## config.mk

```make
export PLATFORM = sky130hd
export DESIGN_NAME = mem_wb_bus_master_flat
export DESIGN_NICKNAME = d
export VERILOG_FILES = /design/src/rtl/mem_wb_bus_master_pkg.sv /design/src/rtl/mem_wb_bus_master_if.sv /design/src/rtl/mem_bus_timeout.sv /design/src/rtl/mem_wb_bus_master.sv /design/src/flat_wrapper.sv
export SDC_FILE = /design/constraint.sdc
export NUM_CORES = 1
export LEC_CHECK = 0
export BUFFER_PORTS_ARGS = -buffer_cell sky130_fd_sc_hd__buf_2
export CAP_MARGIN = 20
export CORE_ASPECT_RATIO = 0.75
export CORE_MARGIN = 2
export CORE_UTILIZATION = 42
export DETAILED_ROUTE_END_ITERATION = 10
export GPL_TIMING_DRIVEN = 0
export PLACE_DENSITY = 0.73
export SETUP_SLACK_MARGIN = 0.2
export SKIP_CTS_REPAIR_TIMING = 1
export SLEW_MARGIN = 20
export SYNTH_ARGS = -nofsm -noshare
export SYNTH_HDL_FRONTEND = slang
export SYNTH_SLANG_ARGS = --single-unit
```

## constraint.sdc

```tcl
create_clock -name clk -period 3.8 [get_ports clk]
set_clock_uncertainty 0.15 [all_clocks]
set_input_delay 0.38 -clock clk [delete_from_list [all_inputs] [get_ports clk]]
set_output_delay 0.38 -clock clk [all_outputs]
set_load 0.02 [all_outputs]
```

## src/rtl/mem_wb_bus_master_pkg.sv

```systemverilog
// Shared definitions for the data-side Wishbone master.
// Contents: FSM state encoding, Wishbone bus widths, reset/stall constants,
// and the registered bus-request bundle that drives the wb_* outputs.
package mem_wb_bus_master_pkg;

  localparam int unsigned WbAdrW = 32;
  localparam int unsigned WbDatW = 32;
  localparam int unsigned WbSelW = 4;
  localparam int unsigned StallW = 6;

  localparam logic [WbDatW-1:0] ZeroWord  = '0;
  localparam logic              RstEnable = 1'b1;
  localparam logic              Stop      = 1'b1;
  localparam logic              NoStop    = 1'b0;

  typedef enum logic [1:0] {
    IDLE           = 2'b00,
    BUSY           = 2'b01,
    WAIT_FOR_STALL = 2'b10
  } bus_state_t;

  // Everything the master drives onto the bus, registered as one unit so the
  // classic-cycle rule (outputs frozen while waiting for ack) is a plain hold.
  typedef struct packed {
    logic [WbAdrW-1:0] adr;
    logic [WbDatW-1:0] dat;
    logic              we;
    logic [WbSelW-1:0] sel;
    logic              stb;
    logic              cyc;
  } wb_req_t;

endpackage

```

## src/rtl/mem_wb_bus_master_if.sv

```systemverilog
// Wishbone classic bus bundle between the data-side master and a slave.
// master modport: drives adr/dat/we/sel/stb/cyc, receives dat_i/ack_i.
// slave modport : the mirror image.
interface mem_wb_bus_master_if;

  logic [mem_wb_bus_master_pkg::WbAdrW-1:0] wb_adr_o;
  logic [mem_wb_bus_master_pkg::WbDatW-1:0] wb_dat_o;
  logic                                     wb_we_o;
  logic [mem_wb_bus_master_pkg::WbSelW-1:0] wb_sel_o;
  logic                                     wb_stb_o;
  logic                                     wb_cyc_o;
  logic [mem_wb_bus_master_pkg::WbDatW-1:0] wb_dat_i;
  logic                                     wb_ack_i;

  modport master (
    output wb_adr_o, wb_dat_o, wb_we_o, wb_sel_o, wb_stb_o, wb_cyc_o,
    input  wb_dat_i, wb_ack_i
  );

  modport slave (
    input  wb_adr_o, wb_dat_o, wb_we_o, wb_sel_o, wb_stb_o, wb_cyc_o,
    output wb_dat_i, wb_ack_i
  );

endinterface

```

## src/rtl/mem_bus_timeout.sv

```systemverilog
// 8-bit saturating cycle counter used to bound how long a bus access may wait
// for ack.
// Ports: clk, rst (sync, active-high), clr (zero the count, wins over en),
//        en (count up, saturating at 255), expired (count == LIMIT-1).
module mem_bus_timeout
  import mem_wb_bus_master_pkg::*;
#(
  parameter int unsigned LIMIT = 255
) (
  input  logic clk,
  input  logic rst,
  input  logic clr,
  input  logic en,
  output logic expired
);

  localparam logic [7:0] Last = 8'(LIMIT - 1);

  logic [7:0] count_q;

  // NOTE: sequential state is written with non-blocking assignments only, so
  // every flop samples the pre-edge values regardless of process ordering.
  always_ff @(posedge clk) begin
    if (rst == RstEnable) begin
      count_q <= 8'd0;
    end else if (clr) begin
      count_q <= 8'd0;
    end else if (en && (count_q != 8'hFF)) begin
      count_q <= count_q + 8'd1;
    end
  end

  assign expired = (count_q == Last);

endmodule

```

## src/rtl/mem_wb_bus_master.sv

```systemverilog
// Data-side Wishbone master behind the EX/MEM register.
// Takes a load/store request from the memory stage, runs one classic Wishbone
// cycle for it, and stalls the pipeline until the access completes. Load data
// is forwarded in the ack cycle and then held in rd_buf while other stall
// sources keep the pipeline frozen. A flush aborts the access; a missing ack
// is terminated after TIMEOUT_CYCLES with ERR_DATA and a bus_err_o pulse.
// Ports:
//   clk, rst                 clock, synchronous active-high reset
//   stall_i, flush_i         pipeline stall vector and flush
//   cpu_ce_i/addr/we/sel/data_i  memory-stage request
//   cpu_data_o               load data to the memory stage
//   stallreq                 stall request to the pipeline controller
//   bus_err_o                one-cycle pulse after a timeout
//   wb                       Wishbone master modport
module mem_wb_bus_master
  import mem_wb_bus_master_pkg::*;
#(
  parameter int unsigned       TIMEOUT_CYCLES = 255,
  parameter logic [WbDatW-1:0] ERR_DATA       = 32'h0000_0000
) (
  input  logic                clk,
  input  logic                rst,
  input  logic [StallW-1:0]   stall_i,
  input  logic                flush_i,
  input  logic                cpu_ce_i,
  input  logic [WbAdrW-1:0]   cpu_addr_i,
  input  logic                cpu_we_i,
  input  logic [WbSelW-1:0]   cpu_sel_i,
  input  logic [WbDatW-1:0]   cpu_data_i,
  output logic [WbDatW-1:0]   cpu_data_o,
  output logic                stallreq,
  output logic                bus_err_o,
  mem_wb_bus_master_if.master wb
);

  bus_state_t        state_q, state_d;
  wb_req_t           req_q, req_d;
  logic [WbDatW-1:0] rd_buf_q, rd_buf_d;
  logic              bus_err_q, bus_err_d;
  logic              tmo_clr, tmo_en, tmo_expired;

  mem_bus_timeout #(
    .LIMIT (TIMEOUT_CYCLES)
  ) u_timeout (
    .clk     (clk),
    .rst     (rst),
    .clr     (tmo_clr),
    .en      (tmo_en),
    .expired (tmo_expired)
  );

  always_ff @(posedge clk) begin
    if (rst == RstEnable) begin
      state_q   <= IDLE;
      req_q     <= '0;
      rd_buf_q  <= ZeroWord;
      bus_err_q <= 1'b0;
    end else begin
      state_q   <= state_d;
      req_q     <= req_d;
      rd_buf_q  <= rd_buf_d;
      bus_err_q <= bus_err_d;
    end
  end

  // NOTE: every signal written here gets a default first, so no path through
  // the case statement can leave one unassigned and infer a latch.
  always_comb begin
    state_d    = state_q;
    req_d      = req_q;
    rd_buf_d   = rd_buf_q;
    bus_err_d  = 1'b0;
    stallreq   = NoStop;
    cpu_data_o = ZeroWord;
    tmo_clr    = 1'b1;
    tmo_en     = 1'b0;

    unique case (state_q)
      IDLE: begin
        req_d    = '0;
        stallreq = cpu_ce_i & ~flush_i;
        if (cpu_ce_i && !flush_i) begin
          req_d = '{adr: cpu_addr_i, dat: cpu_data_i, we: cpu_we_i,
                    sel: cpu_sel_i, stb: 1'b1, cyc: 1'b1};
          state_d = BUSY;
        end
      end

      BUSY: begin
        tmo_clr  = 1'b0;
        stallreq = Stop;
        if (flush_i) begin
          // Flush beats a coincident ack: drop the cycle, keep rd_buf.
          stallreq = NoStop;
          req_d    = '0;
          state_d  = IDLE;
        end else if (wb.wb_ack_i || tmo_expired) begin
          // Ack and timeout share one termination path; only the data source
          // and the error pulse differ.
          stallreq   = NoStop;
          cpu_data_o = wb.wb_ack_i ? wb.wb_dat_i : ERR_DATA;
          rd_buf_d   = cpu_data_o;
          bus_err_d  = ~wb.wb_ack_i;
          req_d      = '0;
          state_d    = (|stall_i) ? WAIT_FOR_STALL : IDLE;
        end else begin
          tmo_en = 1'b1;
        end
      end

      WAIT_FOR_STALL: begin
        req_d      = '0;
        cpu_data_o = rd_buf_q;
        if (!(|stall_i)) begin
          state_d = IDLE;
        end
      end

      default: begin
        req_d   = '0;
        state_d = IDLE;
      end
    endcase
  end

  assign wb.wb_adr_o = req_q.adr;
  assign wb.wb_dat_o = req_q.dat;
  assign wb.wb_we_o  = req_q.we;
  assign wb.wb_sel_o = req_q.sel;
  assign wb.wb_stb_o = req_q.stb;
  assign wb.wb_cyc_o = req_q.cyc;
  assign bus_err_o   = bus_err_q;

endmodule

```

## src/flat_wrapper.sv

```systemverilog
// flat-port wrapper written by rule: the top's interface ports become plain ports
module mem_wb_bus_master_flat import mem_wb_bus_master_pkg::*;
#(
  parameter int unsigned       TIMEOUT_CYCLES = 255,
  parameter logic [WbDatW-1:0] ERR_DATA       = 32'h0000_0000
)
  (clk, rst, stall_i, flush_i, cpu_ce_i, cpu_addr_i, cpu_we_i, cpu_sel_i, cpu_data_i, cpu_data_o, stallreq, bus_err_o, wb_wb_adr_o, wb_wb_dat_o, wb_wb_we_o, wb_wb_sel_o, wb_wb_stb_o, wb_wb_cyc_o, wb_wb_dat_i, wb_wb_ack_i);
  mem_wb_bus_master_if wb_i ();
  input  logic clk;
  input  logic rst;
  input  logic [StallW-1:0] stall_i;
  input  logic flush_i;
  input  logic cpu_ce_i;
  input  logic [WbAdrW-1:0] cpu_addr_i;
  input  logic cpu_we_i;
  input  logic [WbSelW-1:0] cpu_sel_i;
  input  logic [WbDatW-1:0] cpu_data_i;
  output logic [WbDatW-1:0] cpu_data_o;
  output logic stallreq;
  output logic bus_err_o;
  output wire logic [$bits(wb_i.wb_adr_o)-1:0] wb_wb_adr_o;
  output wire logic [$bits(wb_i.wb_dat_o)-1:0] wb_wb_dat_o;
  output wire logic [$bits(wb_i.wb_we_o)-1:0] wb_wb_we_o;
  output wire logic [$bits(wb_i.wb_sel_o)-1:0] wb_wb_sel_o;
  output wire logic [$bits(wb_i.wb_stb_o)-1:0] wb_wb_stb_o;
  output wire logic [$bits(wb_i.wb_cyc_o)-1:0] wb_wb_cyc_o;
  input wire logic [$bits(wb_i.wb_dat_i)-1:0] wb_wb_dat_i;
  input wire logic [$bits(wb_i.wb_ack_i)-1:0] wb_wb_ack_i;
  assign wb_wb_adr_o = wb_i.wb_adr_o;
  assign wb_wb_dat_o = wb_i.wb_dat_o;
  assign wb_wb_we_o = wb_i.wb_we_o;
  assign wb_wb_sel_o = wb_i.wb_sel_o;
  assign wb_wb_stb_o = wb_i.wb_stb_o;
  assign wb_wb_cyc_o = wb_i.wb_cyc_o;
  assign wb_i.wb_dat_i = wb_wb_dat_i;
  assign wb_i.wb_ack_i = wb_wb_ack_i;
  mem_wb_bus_master #(.TIMEOUT_CYCLES(TIMEOUT_CYCLES), .ERR_DATA(ERR_DATA)) u_core (.clk(clk), .rst(rst), .stall_i(stall_i), .flush_i(flush_i), .cpu_ce_i(cpu_ce_i), .cpu_addr_i(cpu_addr_i), .cpu_we_i(cpu_we_i), .cpu_sel_i(cpu_sel_i), .cpu_data_i(cpu_data_i), .cpu_data_o(cpu_data_o), .stallreq(stallreq), .bus_err_o(bus_err_o), .wb(wb_i));
endmodule
```

==> flow_metrics.tcl, run 1 <==
set metrics [dict create \
    cts_tree "built" \
    yosysMostFrequentCell "dfxtp_1" \
    synth_top_family_by_area "compound AO/OA/AOI/OAI gates" \
    area_delta_synth_final_pct 42.9 \
    netlist_area_mm2 0.00427 \
    ios 217 \
    dp.cells 733 \
    clockBufferDepth 2 \
    path_cells "inv_1 -> ha_1 -> nor2b_1 -> and2_1 -> clkbuf_1 -> clkbuf_1 -> a22oi_1 -> nor2b_1 -> buf_2" \
    relSlewSlack 0.658 \
    status "completed" \
    cap_violations 0 \
    dieArea_mm2 0.0110 \
    hold_viol 0 \
    cp-start-kind "flip-flop" \
    post-route-period-util 0.822 \
    dr_total_vias 4065 \
    yosys.cell_types.count 41 \
    rows 31 \
    wl_um 12600 \
    clk_latency_ns 0.40 \
    critPathSlowestCell "clkbuf_1" \
    yosys_warnings 0 \
    port_buffers 216 \
    synth_area_leaders "dfxtp_1, a22o_1, a22oi_1, nor2b_1, buf_6" \
    yosys-top-cells-count "dfxtp_1, a22o_1, nor2b_1, a22oi_1, clkbuf_1" \
    avgRoutedWirePerCell_um 16.5 \
    synth-async-reset-ratio 0 \
    grt_usage 0.225 \
    utilization 0.624 \
    worst_slew_pin_slew_ns 0.506 \
    yosys.area.top_type "dfxtp_1" \
    fin_tns_setup_ns 0 \
    gp_routability_congestion 0.854 \
    seqCellArea_mm2 0.00226 \
    cts_buffers 17 \
    whs_ns 0.0513 \
    combPwrFrac 0.080 \
    clock-sinks 113 \
    leakage_nw 2.83 \
    design_power_total_mw 3.03 \
    powerDensity_mw_per_mm2 496 \
    postRouteAntennaNets 0 \
    switching_power_mw 0.699 \
    synthCells 385 \
    drt_iter0_markers 276 \
    switching_share 0.231 \
    pwr-share-seq 0.407 \
    synth_compound_area_frac 0.292 \
    synth_edf_count 0 \
    synth_xor_area_frac 0.0103 \
    synth-seq-area-share 0.530 \
    diodes 0 \
    clk_pin_slew_ns 0.05 \
    grt_pass1_vias 3860 \
    synthesis.nets 502 \
    grt_pass1_wl_um 19500 \
    intPower_mw 2.33 \
    stdcell_count 764 \
    grt_overflow 0 \
    htree_levels 4 \
    cp-end-kind "primary output" \
    criticalPathCategory "flip-flop to primary output" \
    power.share.clock 0.512 \
    root_buffer "clkbuf_16" \
    worstPathMaxFanout 10 \
    antenna_found_initial 0 \
    holdPathStages 2 \
    regToRegSetupSlack_ns 1.34 \
    setup_viol 0 \
    fillCellCount 821 \
    r2r_cells 8 \
    arrival_ns 2.59 \
    synth_top_area_frac 0.530 \
    cp_slowest_stage_delay_ns 0.44 \
    grt_max_degree 17 \
    fin_nets 737 \
    synth_flop_cell "dfxtp_1" \
    period_minus_slack_ns 3.12 \
    ys_ff_latch 113 \
    drc_errors 0 \
    crit_required_ns 3.27 \
    start_util 0.437 \
    drive_above_1_share 0.413 \
    synth.area.mux_share 0.00498 \
    viasPerCell 5.32 \
    syn_avg_cell_area_um2 11.1 \
    multiInputGateArea_mm2 0.00178 \
    rsz0062_at_grt "false" \
    yosys.area_share.simple 0.0964 \
    synth-adder-area-share 0.0146 \
    firstDrtPassIters 4 \
    fmax_mhz 320 \
    die_w_um 120 \
    die_h_um 91.3 \
    slew_violations 0 \
    coreArea_mm2 0.00977 \
    min_path_type "input pin to flip-flop" \
    vdd_drop_max_v 0.000312 \
    hpwl_um 9180 \
]
per-layer routing:
layer  vias up  global-route usage  part of all wire
met5         -                   0                 0
met4         0              0.0921             0.016
met3        19              0.0597             0.077
met2       163               0.367              0.47
met1      1946               0.282              0.44
li1       1937                   -                 -
final cells by class:
cell class              instances  share of cell area
multi-input cells             231               0.292
repair buffers                216               0.177
clock buffers                  19              0.0742
clock inverters                12              0.0219
plain buffers                  35              0.0330
flip-flops and latches        113               0.371
inverters                       6             0.00369
well taps                     132              0.0271
power by group through the flow:
stage          combinational, mW  clock (mW)  sequential (mW)
4_1_cts                    0.242        1.57             1.23
2_1_floorplan             0.0970           0             1.28
3_5_place_dp               0.240           0             1.26
5_1_grt                    0.261        1.63             1.24
3_3_place_gp               0.236           0             1.26
6_report                   0.243        1.55             1.23
worst max-delay path, delay by kind of cell, from the launching register on:
| kind | cells | cell delay [ns] |
|---|---|---|
| compound gates | 1 | 0.14 |
| fa+ha+maj | 1 | 0.23 |
| buf+inv | 4 | 0.94 |
| flops | 1 | 0.31 |
| simple gates | 3 | 0.58 |
worst paths after layout:
check	start	end
hold reg to reg	u_core.wb.wb_dat_o[21]$_SDFFE_PP0P_	u_core.wb.wb_dat_o[21]$_SDFFE_PP0P_
setup reg to reg	u_core.state_q[1]$_SDFFE_PP0P_	u_core.wb.wb_adr_o[21]$_SDFFE_PP0P_
setup / recovery	u_core.state_q[1]$_SDFFE_PP0P_	cpu_data_o[6]
hold / removal	cpu_data_i[1]	u_core.wb.wb_dat_o[1]$_SDFFE_PP0P_
state kept, by name (all words and copies together) (netlist names):
name and flops:
u_core.wb.wb_we_o 1, u_core.rd_buf_q 32, u_core.wb.wb_dat_o 32, u_core.wb.wb_sel_o 4, u_core.wb.wb_adr_o 32, u_core.state_q 2
u_core.bus_err_o 1, u_core.u_timeout.count_q 8, u_core.wb.wb_cyc_o 1
cells by family after synthesis:
kind of cell | Yosys count
buffers and inverters | 41
AND/OR/NAND/NOR | 71
flip-flops | 113
multiplexers | 2
XOR/XNOR | 5
AO/OA/AOI/OAI | 148
adder cells (fa/ha/maj) | 5
cells in the final DEF, fill, tap and decap left out, types with 3 or more instances in the layout:
cell type,instances
nor2b_1,33
nand3_1,4
and3_1,4
a22oi_1,32
clkbuf_16,17
buf_2,218
buf_6,8
a22o_1,101
clkbuf_1,22
nand2_1,5
nor2_1,11
nand4_1,3
inv_1,6
xnor2_1,3
dfxtp_1,113
clkinvlp_4,5
ha_1,5
through the flow:
step / worst slack [ns] / cell area, µm²
after floorplan: 1.51 / 4270
after global placement: 1.18 / 5520
after detailed placement: 1.10 / 5520
after CTS: 0.658 / 6100
after global routing: 0.478 / 6100
final: 0.677 / 6100
Note: power is estimated with default switching activity, not from simulation.
==> run 2: changes to the inputs <==
Settings changed: CORE_UTILIZATION 42 to 41, PLACE_DENSITY 0.73 to 0.74.
Clock period 3.8 ns to 2.75 ns, I/O delays scaled along.
==> run 2 against run 1 <==
  * The flow now finishes with violations (hold timing)
  * Count of clock-buffer cells in the layout decreased by 1
  * First-iteration DRC count increased by 19%
  * Largest cell class is now non-clock buffers
  * Cell area increased by 19%
  * Flip-flop and latch count unchanged
  * Highest routed layer unchanged
  * Largest power group unchanged
  * Critical endpoint is now cpu_data_o[2]
==> flow_metrics.tcl, run 2 (synthesis results as in run 1) <==
set metrics [dict create \
    dr_total_vias 4611 \
    setup_viol 0 \
    cp-end-kind "primary output" \
    slew_violations 0 \
    clockBufferDepth 2 \
    grt_pass1_wl_um 18800 \
    worstPathMaxFanout 10 \
    rsz0062_at_grt "false" \
    drt_iter0_markers 328 \
    leakage_nw 3.33 \
    start_util 0.418 \
    dieArea_mm2 0.0113 \
    clk_latency_ns 0.40 \
    ios 217 \
    crit_required_ns 2.33 \
    layout_commonest_cell "buf_2" \
    status "finished with violations" \
    fmax_mhz 406 \
    grt_usage 0.212 \
    grt_most_used_layer "met2" \
    coreArea_mm2 0.0102 \
    die_h_um 92.4 \
    min_path_type "input pin to flip-flop" \
    worst_slew_pin_slew_ns 0.561 \
    gp_routability_congestion 0.801 \
    htree_levels 4 \
    powerDensity_mw_per_mm2 637 \
    wl_um 15800 \
    grt_overflow 0 \
    switching_power_mw 1.07 \
    root_buffer "clkbuf_16" \
    path_cells "inv_2 -> ha_4 -> nor2b_4 -> and2_1 -> clkbuf_4 -> buf_6 -> a22oi_1 -> nor2b_1 -> buf_2" \
    intPower_mw 3.56 \
    viasPerCell 5.30 \
    firstDrtPassIters 5 \
    diodes 0 \
    cp-start-kind "flip-flop" \
    cap_violations 0 \
    die_w_um 122 \
    postRouteAntennaNets 0 \
    power.share.clock 0.530 \
    use_met1 0.259 \
    fin_nets 838 \
    switching_share 0.231 \
    cp_slowest_stage_delay_ns 0.36 \
    port_buffers 216 \
    drive_above_1_share 0.376 \
    clock-sinks 113 \
    violations "hold timing" \
    cts_buffers 17 \
    criticalPathCategory "flip-flop to primary output" \
    fillCellCount 678 \
    grt_max_degree 17 \
    r2r_cells 6 \
    design_power_total_mw 4.63 \
    period_minus_slack_ns 2.47 \
    arrival_ns 2.04 \
    grt_use_met2 0.347 \
    area_delta_synth_final_pct 70.3 \
    clk_pin_slew_ns 0.06 \
    vdd_drop_max_v 0.000408 \
    rows 32 \
    combPwrFrac 0.102 \
    gr-usage-met3 0.0653 \
    antenna_found_initial 0 \
    whs_ns -0.0117 \
    grt_pass1_vias 3769 \
    relSlewSlack 0.621 \
    holdPathStages 2 \
    final_cell_mix "buf_2, dfxtp_1, a22o_1, dlygate4sd3_1, nor2b_1" \
    avgRoutedWirePerCell_um 18.2 \
    pwr-share-seq 0.368 \
    post-route-period-util 0.896 \
    drc_errors 0 \
    hpwl_um 9010 \
    critPathSlowestCell "dfxtp_1" \
    hold_viol 1 \
    cts_tree "built" \
]
run 2: power by group through the flow:
stage                     Combinational, mW  Clock, mW  Sequential [mW]
after floorplan                       0.134          0             1.77
after global placement                0.324          0             1.74
after detailed placement              0.331          0             1.74
after CTS                             0.334       2.47             1.70
after global routing                  0.500       2.55             1.71
final                                 0.473       2.45             1.71
run 2: layout make-up:
type,instances,area [µm²],share of cell area
clock inverter,14,228,0.0313
clock buffer,18,429,0.0590
timing repair buffer,317,2110,0.290
sequential,113,2260,0.311
buffer,35,234,0.0322
inverter,6,22.5,0.00310
tap,136,170,0.0234
multi-input combinational,231,1820,0.250
run 2: stage by stage:
step	setup slack, ns	instance area (µm²)	utilization	instances	TNS [ns]
after detailed placement	0.175	5520	0.541	737	0
final	0.285	7270	0.713	870	0
after global placement	0.215	5520	0.541	737	0
after CTS	-0.276	6180	0.605	769	-6.74
after floorplan	0.561	4270	-	385	0
after global routing	0.147	7270	0.713	870	0
run 2: worst paths after layout:
path	startpoint	endpoint	slack, ns
min reg2reg	u_core.wb.wb_adr_o[5]$_SDFFE_PP0P_	u_core.wb.wb_adr_o[5]$_SDFFE_PP0P_	0.32
max reg2reg	u_core.state_q[0]$_SDFFE_PP0P_	u_core.wb.wb_dat_o[9]$_SDFFE_PP0P_	0.36
max	u_core.state_q[1]$_SDFFE_PP0P_	cpu_data_o[2]	0.28
min	wb_wb_dat_i[3]	u_core.rd_buf_q[3]$_SDFFE_PP0P_	-0.01
run 2: critical path: cells and delay by family (launching register included):
kind,cells,cell delay [ns]
simple gates,3,0.36
buf+inv,4,0.54
compound gates,1,0.19
fa+ha+maj,1,0.17
flops,1,0.36
run 2: routing by layer:
metal  part of all wire  vias to the layer above
met5                  0                        -
li1                   -                     2135
met1               0.41                     2207
met4              0.025                        0
met3              0.080                       34
met2               0.49                      235
